`src/rtl/stopwatch_pkg.sv`:
```
// Shared stopwatch definitions: FSM encodings, BCD helpers, 7-segment patterns.
package stopwatch_pkg;

  localparam logic [1:0] ST_IDLE  = 2'd0;
  localparam logic [1:0] ST_RUN   = 2'd1;
  localparam logic [1:0] ST_PAUSE = 2'd2;
  localparam logic [1:0] ST_LAP   = 2'd3;

  localparam logic [3:0] BCD_MAX = 4'd9;

  typedef struct packed {
    logic [3:0] tens;
    logic [3:0] ones;
  } bcd2_t;

  // Active-low gfedcba patterns for digits 0..9
  localparam logic [6:0] SEG_N [10] = '{
    7'h40, 7'h79, 7'h24, 7'h30, 7'h19,
    7'h12, 7'h02, 7'h78, 7'h00, 7'h10
  };

  function automatic bcd2_t bcd_inc(input bcd2_t v);
    bcd2_t r;
    r = v;
    if (v.ones == BCD_MAX) begin
      r.ones = 4'd0;
      r.tens = (v.tens == BCD_MAX) ? 4'd0 : v.tens + 4'd1;
    end else begin
      r.ones = v.ones + 4'd1;
    end
    return r;
  endfunction

  // Elaboration-time binary to BCD by repeated subtraction, clamped to 0..99
  function automatic bcd2_t to_bcd(input int v);
    int    rem;
    bcd2_t r;
    rem = (v > 99) ? 99 : ((v < 0) ? 0 : v);
    r   = '0;
    for (int i = 0; i < 10; i++) begin
      if (rem >= 10) begin
        rem    = rem - 10;
        r.tens = r.tens + 4'd1;
      end
    end
    r.ones = rem[3:0];
    return r;
  endfunction

endpackage

```
`src/rtl/stopwatch_ctrl_key_debounce.sv`:
```
// Pushbutton conditioner: 2-flop synchronizer, debounce counter, armed
// single-cycle press pulse.
module key_debounce #(
  parameter int CYCLES = 16
) (
  input  logic clk,
  input  logic resetb,
  input  logic key_n,
  output logic press
);

  localparam int W = (CYCLES < 2) ? 1 : $clog2(CYCLES + 1);
  localparam logic [W-1:0] LAST = W'(CYCLES - 1);

  logic [1:0]   sync;
  logic         armed;
  logic [W-1:0] cnt;
  logic         moving;

  // Armed waits for a stable low, disarmed waits for a stable high
  assign moving = (sync[1] != armed);

  always_ff @(posedge clk or negedge resetb) begin
    if (!resetb) begin
      sync  <= 2'b11;
      armed <= 1'b1;
      cnt   <= '0;
      press <= 1'b0;
    end else begin
      sync  <= {sync[0], key_n};
      press <= 1'b0;
      if (!moving) begin
        cnt <= '0;
      end else if (cnt == LAST) begin
        cnt   <= '0;
        armed <= ~armed;
        press <= armed;
      end else begin
        cnt <= cnt + 1'b1;
      end
    end
  end

endmodule

```
`src/rtl/stopwatch_ctrl.sv`:
```
// Stopwatch control FSM with BCD seconds count and lap hold.
// Optional alarm compare enabled by STOPWATCH_ALARM_EN.
module stopwatch_ctrl
  import stopwatch_pkg::*;
#(
  parameter int DEBOUNCE_CYCLES = 16,
  parameter int ALARM_SEC       = 60
) (
  input  logic       clk,
  input  logic       resetb,
  input  logic       tick,
  input  logic       key_start_n,
  input  logic       key_lap_n,
  output logic [3:0] disp_ones,
  output logic [3:0] disp_tens,
  output logic       running,
  output logic       lap_active,
  output logic [1:0] state,
  output logic       wrap,
  output logic       alarm
);

  logic       start_p;
  logic       lap_p;
  logic       lap_ev;
  logic       inc;
  logic       clr;
  logic [1:0] state_nx;
  bcd2_t      live;
  bcd2_t      lap_q;
  bcd2_t      disp;
  bcd2_t      nxt;

  key_debounce #(.CYCLES(DEBOUNCE_CYCLES)) u_start (
    .clk    (clk),
    .resetb (resetb),
    .key_n  (key_start_n),
    .press  (start_p)
  );

  key_debounce #(.CYCLES(DEBOUNCE_CYCLES)) u_lap (
    .clk    (clk),
    .resetb (resetb),
    .key_n  (key_lap_n),
    .press  (lap_p)
  );

  // Start wins over a coincident lap press
  assign lap_ev = lap_p & ~start_p;
  assign inc    = tick & ((state == ST_RUN) | (state == ST_LAP));
  assign clr    = lap_ev & (state == ST_PAUSE);
  assign nxt    = bcd_inc(live);

  always_comb begin
    state_nx = state;
    unique case (state)
      ST_IDLE:  if (start_p) state_nx = ST_RUN;
      ST_RUN:   if (start_p) state_nx = ST_PAUSE;
                else if (lap_ev) state_nx = ST_LAP;
      ST_LAP:   if (start_p) state_nx = ST_PAUSE;
                else if (lap_ev) state_nx = ST_RUN;
      ST_PAUSE: if (start_p) state_nx = ST_RUN;
                else if (lap_ev) state_nx = ST_IDLE;
      default:  state_nx = ST_IDLE;
    endcase
  end

  always_ff @(posedge clk or negedge resetb) begin
    if (!resetb) begin
      state <= ST_IDLE;
      live  <= '0;
      lap_q <= '0;
      disp  <= '0;
      wrap  <= 1'b0;
    end else begin
      state <= state_nx;
      if (clr)
        live <= '0;
      else if (inc)
        live <= nxt;
      if ((state == ST_RUN) && lap_ev)
        lap_q <= live;
      wrap <= inc && (live == {BCD_MAX, BCD_MAX});
      disp <= (state == ST_LAP) ? lap_q : live;
    end
  end

  assign disp_tens  = disp.tens;
  assign disp_ones  = disp.ones;
  assign running    = (state == ST_RUN) | (state == ST_LAP);
  assign lap_active = (state == ST_LAP);

`ifdef STOPWATCH_ALARM_EN
  localparam bcd2_t ALARM_BCD = to_bcd(ALARM_SEC);

  logic alarm_q;

  // A tick reaching the threshold beats a coincident key press
  always_ff @(posedge clk or negedge resetb) begin
    if (!resetb)
      alarm_q <= 1'b0;
    else if (inc && (nxt == ALARM_BCD))
      alarm_q <= 1'b1;
    else if (start_p | lap_p)
      alarm_q <= 1'b0;
  end

  assign alarm = alarm_q;
`else
  logic unused_alarm;
  assign unused_alarm = ^ALARM_SEC;
  assign alarm        = 1'b0;
`endif

endmodule

```
`config.mk`:
```
export PLATFORM = sky130hd
export DESIGN_NAME = stopwatch_ctrl
export DESIGN_NICKNAME = d
export VERILOG_FILES = /design/src/rtl/stopwatch_pkg.sv /design/src/rtl/stopwatch_ctrl_key_debounce.sv /design/src/rtl/stopwatch_ctrl.sv
export SDC_FILE = /design/constraint.sdc
export NUM_CORES = 1
export LEC_CHECK = 0
export ABC_AREA = 1
export BUFFER_PORTS_ARGS = -buffer_cell sky130_fd_sc_hd__clkbuf_2
export CORE_ASPECT_RATIO = 1.1
export CORE_MARGIN = 10
export CORE_UTILIZATION = 52
export DETAILED_ROUTE_END_ITERATION = 10
export HOLD_SLACK_MARGIN = 0.03
export PLACE_DENSITY_LB_ADDON = 0.15
export SLEW_MARGIN = 20
export SYNTH_ARGS = -nofsm -noshare
export SYNTH_HDL_FRONTEND = slang
export SYNTH_SLANG_ARGS = --single-unit
```
`constraint.sdc`:
```
create_clock -name clk -period 1.35 [get_ports clk]
set_clock_uncertainty 0.1 [all_clocks]
set_input_delay 0.135 -clock clk [delete_from_list [all_inputs] [get_ports clk]]
set_output_delay 0.135 -clock clk [all_outputs]
set_load 0.005 [all_outputs]
```
==> results.txt <==
asr flop ratio synth -> 100%
Lkg Pwr -> 1.23 nW
CTS tree -> done
Startpoint Class -> flop
CP max FO -> 4
DR pass1 iterations -> 4
compound-gate portion of the synthesized area -> 9.36%
CTS H-tree depth -> 2
Fin. Hold Viols -> 0
Synth Instances -> 189
Area Growth Syn to Fin -> 25.2%
worst hold path type -> input port to asynchronous set/reset pin
worst path buffer plus inverter count -> 3
vias in the first global route -> 1415
Die W -> 77.6 um
RSZ-0062 raised after global routing -> true
fin crit share -> 98.5%
Worst Path Required -> 1.12 ns
ys flop type -> dfrtp_1
drt total wl -> 3880 um
largest family of logic cells by synthesized area -> simple AND/OR/NAND/NOR gates
clock root buffer -> clkbuf_4
max incr delay on CP -> 0.41 ns
CTS Sinks -> 45
IO Pins -> 19
DRC viols -> 0
status -> completed
Vias per Instance -> 5.10
Yosys cell types -> 27
clk slew on worst S/H paths -> 0.12 ns
endpoints failing setup -> 0
FMAX -> 752 MHz
synth top area cells -> dfrtp_1, nand2_1, dfstp_2, o21ai_2, ha_1
clock buffer depth -> 2
Worst-Skew Late Latency -> 0.34 ns
ANT cells -> 0
Max Slew Vio Count -> 0
area taken by multi-input logic gates -> 747 sq um
Seq cells post-synth -> 45
GRT overflow -> 0
mux share of post-synthesis cell area -> 0%
Worst path slowest cell -> dfrtp_1
area occupied by registers -> 0.00113 sq mm
share of layout cells above drive strength 1 -> 33.9%
CP dominant cell by count -> buf_6
Synth area leader -> dfrtp_1
CP Capture Type -> primary output
Port Buf Inserts -> 17
antenna-violating nets left -> 0
commonest non-fill, non-tap cells in the layout -> dfrtp_1, nand2_1, inv_1, clkbuf_2, o21ai_0
commonest non-fill, non-tap cell in the layout -> dfrtp_1
peak supply drop -> 0.000535 V
DR WL/cell -> 13.8 um
syn avg cell area -> 10.0 sq um
Synth Area in Simple Gates -> 17.9%
Ys Warns -> 0
Post-DP Area -> 0.00209 sq mm
largest net degree at the start of global routing -> 32
worst setup margin -> 0.0208 ns
Adder-Cell Fraction of Synth Area -> 3.96%
Crit path max-delay family -> flip-flops
CTS buffer count -> 5
Crit path arrival time -> 1.09 ns
initial antenna violation count -> 0
Initial Utilization -> 55.6%
DR iter-0 viols -> 90
Synth Cell Area -> 0.00190 sq mm
Total Power -> 2.12 mW
fill count -> 290
Crit Path Class -> flop to primary output
max-cap violations -> 0
XOR/XNOR Fraction of Synth Area -> 3.23%
number of flops mapped to enable cells by yosys -> 0
Detail Placement HPWL -> 2610 um
pre-CTS setup slack -> 0.00119 ns
Total GRT Usage -> 11.5%
RD Place Congestion -> 0.738
final setup TNS -> 0 ns
syn nets -> 200
cell area after layout -> 0.00238 sq mm
DIE AREA -> 0.00647 sq mm
worst path cell trace -> buf_6, buf_6, buf_6
Power Dens Cells -> 893 mW/mm^2
nets -> 243
register area share after synthesis -> 59.7%
DIE HEIGHT -> 83.4 um
area of the core -> 0.00341 sq mm
first-pass GRT wire length -> 6130 um
Yosys top cell area share -> 51.4%
# rows -> 22
minimum clock period -> 1.33 ns
vias -> 1433
## final cells by class
cell class,count,area share [%]
sequential,45,47.7
tap,48,2.53
timing repair buffer,39,12.6
multi-input combinational,121,31.4
clock buffer,8,2.47
inverter,20,3.21
## timing repair
item,in CTS,in global routing
hold buffers,4,0
gates resized for setup,9,22
pin swaps,2,9
buffers inserted,5,5
endpoints found under the hold margin,46,0
gates cloned,0,1
endpoints found under the setup margin,7,23
## registers in the layout (all words and copies together) (netlist names)
name and cells:
u_start.cnt 5, u_lap.press 1, u_lap.sync 2, wrap 1, u_lap.armed 1, u_start.armed 1, disp_ones 4, state 2
live 8, lap_q 8, u_lap.cnt 5, disp_tens 4, u_start.sync 2, u_start.press 1
## metrics by stage
stage / cells / utilization, % / hold slack (ns)
CTS: 276 / 66.0 / 0.139
floorplan: 189 / - / -0.261
detailed placement: 259 / 61.3 / -0.0208
global placement: 259 / 61.3 / -0.0342
global route: 281 / 69.6 / 0.146
finish: 281 / 69.6 / 0.130
## synthesized netlist by cell type (2+ instances only)
cell type	number
a21oi_1	3
and3_1	2
dfrtp_1	39
dfstp_2	6
ha_1	6
inv_1	18
nand2_1	46
nand3_1	8
nand3b_1	2
nor2_1	15
nor3_1	2
o21ai_0	14
o21ai_2	9
xnor2_1	2
xor2_1	5
## path summary, 6_finish.rpt
kind	depth (start not counted)	slack (ns)	to	startpoint
setup reg to reg	7	0.05	live[5]	live[1]
hold / removal	2	0.13	u_lap.cnt[3]	resetb
setup / recovery	3	0.02	running	state[0]
hold reg to reg	0	0.26	u_lap.sync[1]	u_lap.sync[0]
max in group asynchronous	3	0.46	u_start.sync[0]	resetb
min in group clk	0	0.26	u_lap.sync[1]	u_lap.sync[0]
## report_power, final
part | total [mW] | switching (mW) | internal (mW)
registers | 1.39 | 0.0147 | 1.37
logic | 0.0859 | 0.0499 | 0.0360
clock network | 0.648 | 0.390 | 0.258
total | 2.12 | 0.455 | 1.67
## cell families (layout without fill, tap and decap cells)
family                     Yosys count  in the layout
buffers and inverters               24             67
other                                1              1
DFF                                 45             45
adders and majority gates            6              6
AOI/OAI and AO/OA                   28             28
and+or+nand+nor                     78             79
xor gates and xnor gates             7              7
## metal layers
layer  wire length, um  global-route usage [%]  vias up
li1                  -                       -      694
met4                80                    4.95        0
met2              2080                    20.4       34
met5                 0                       0        -
met3               183                    3.34        7
met1              1540                    12.1      698
(Power assumes the default switching activity.)
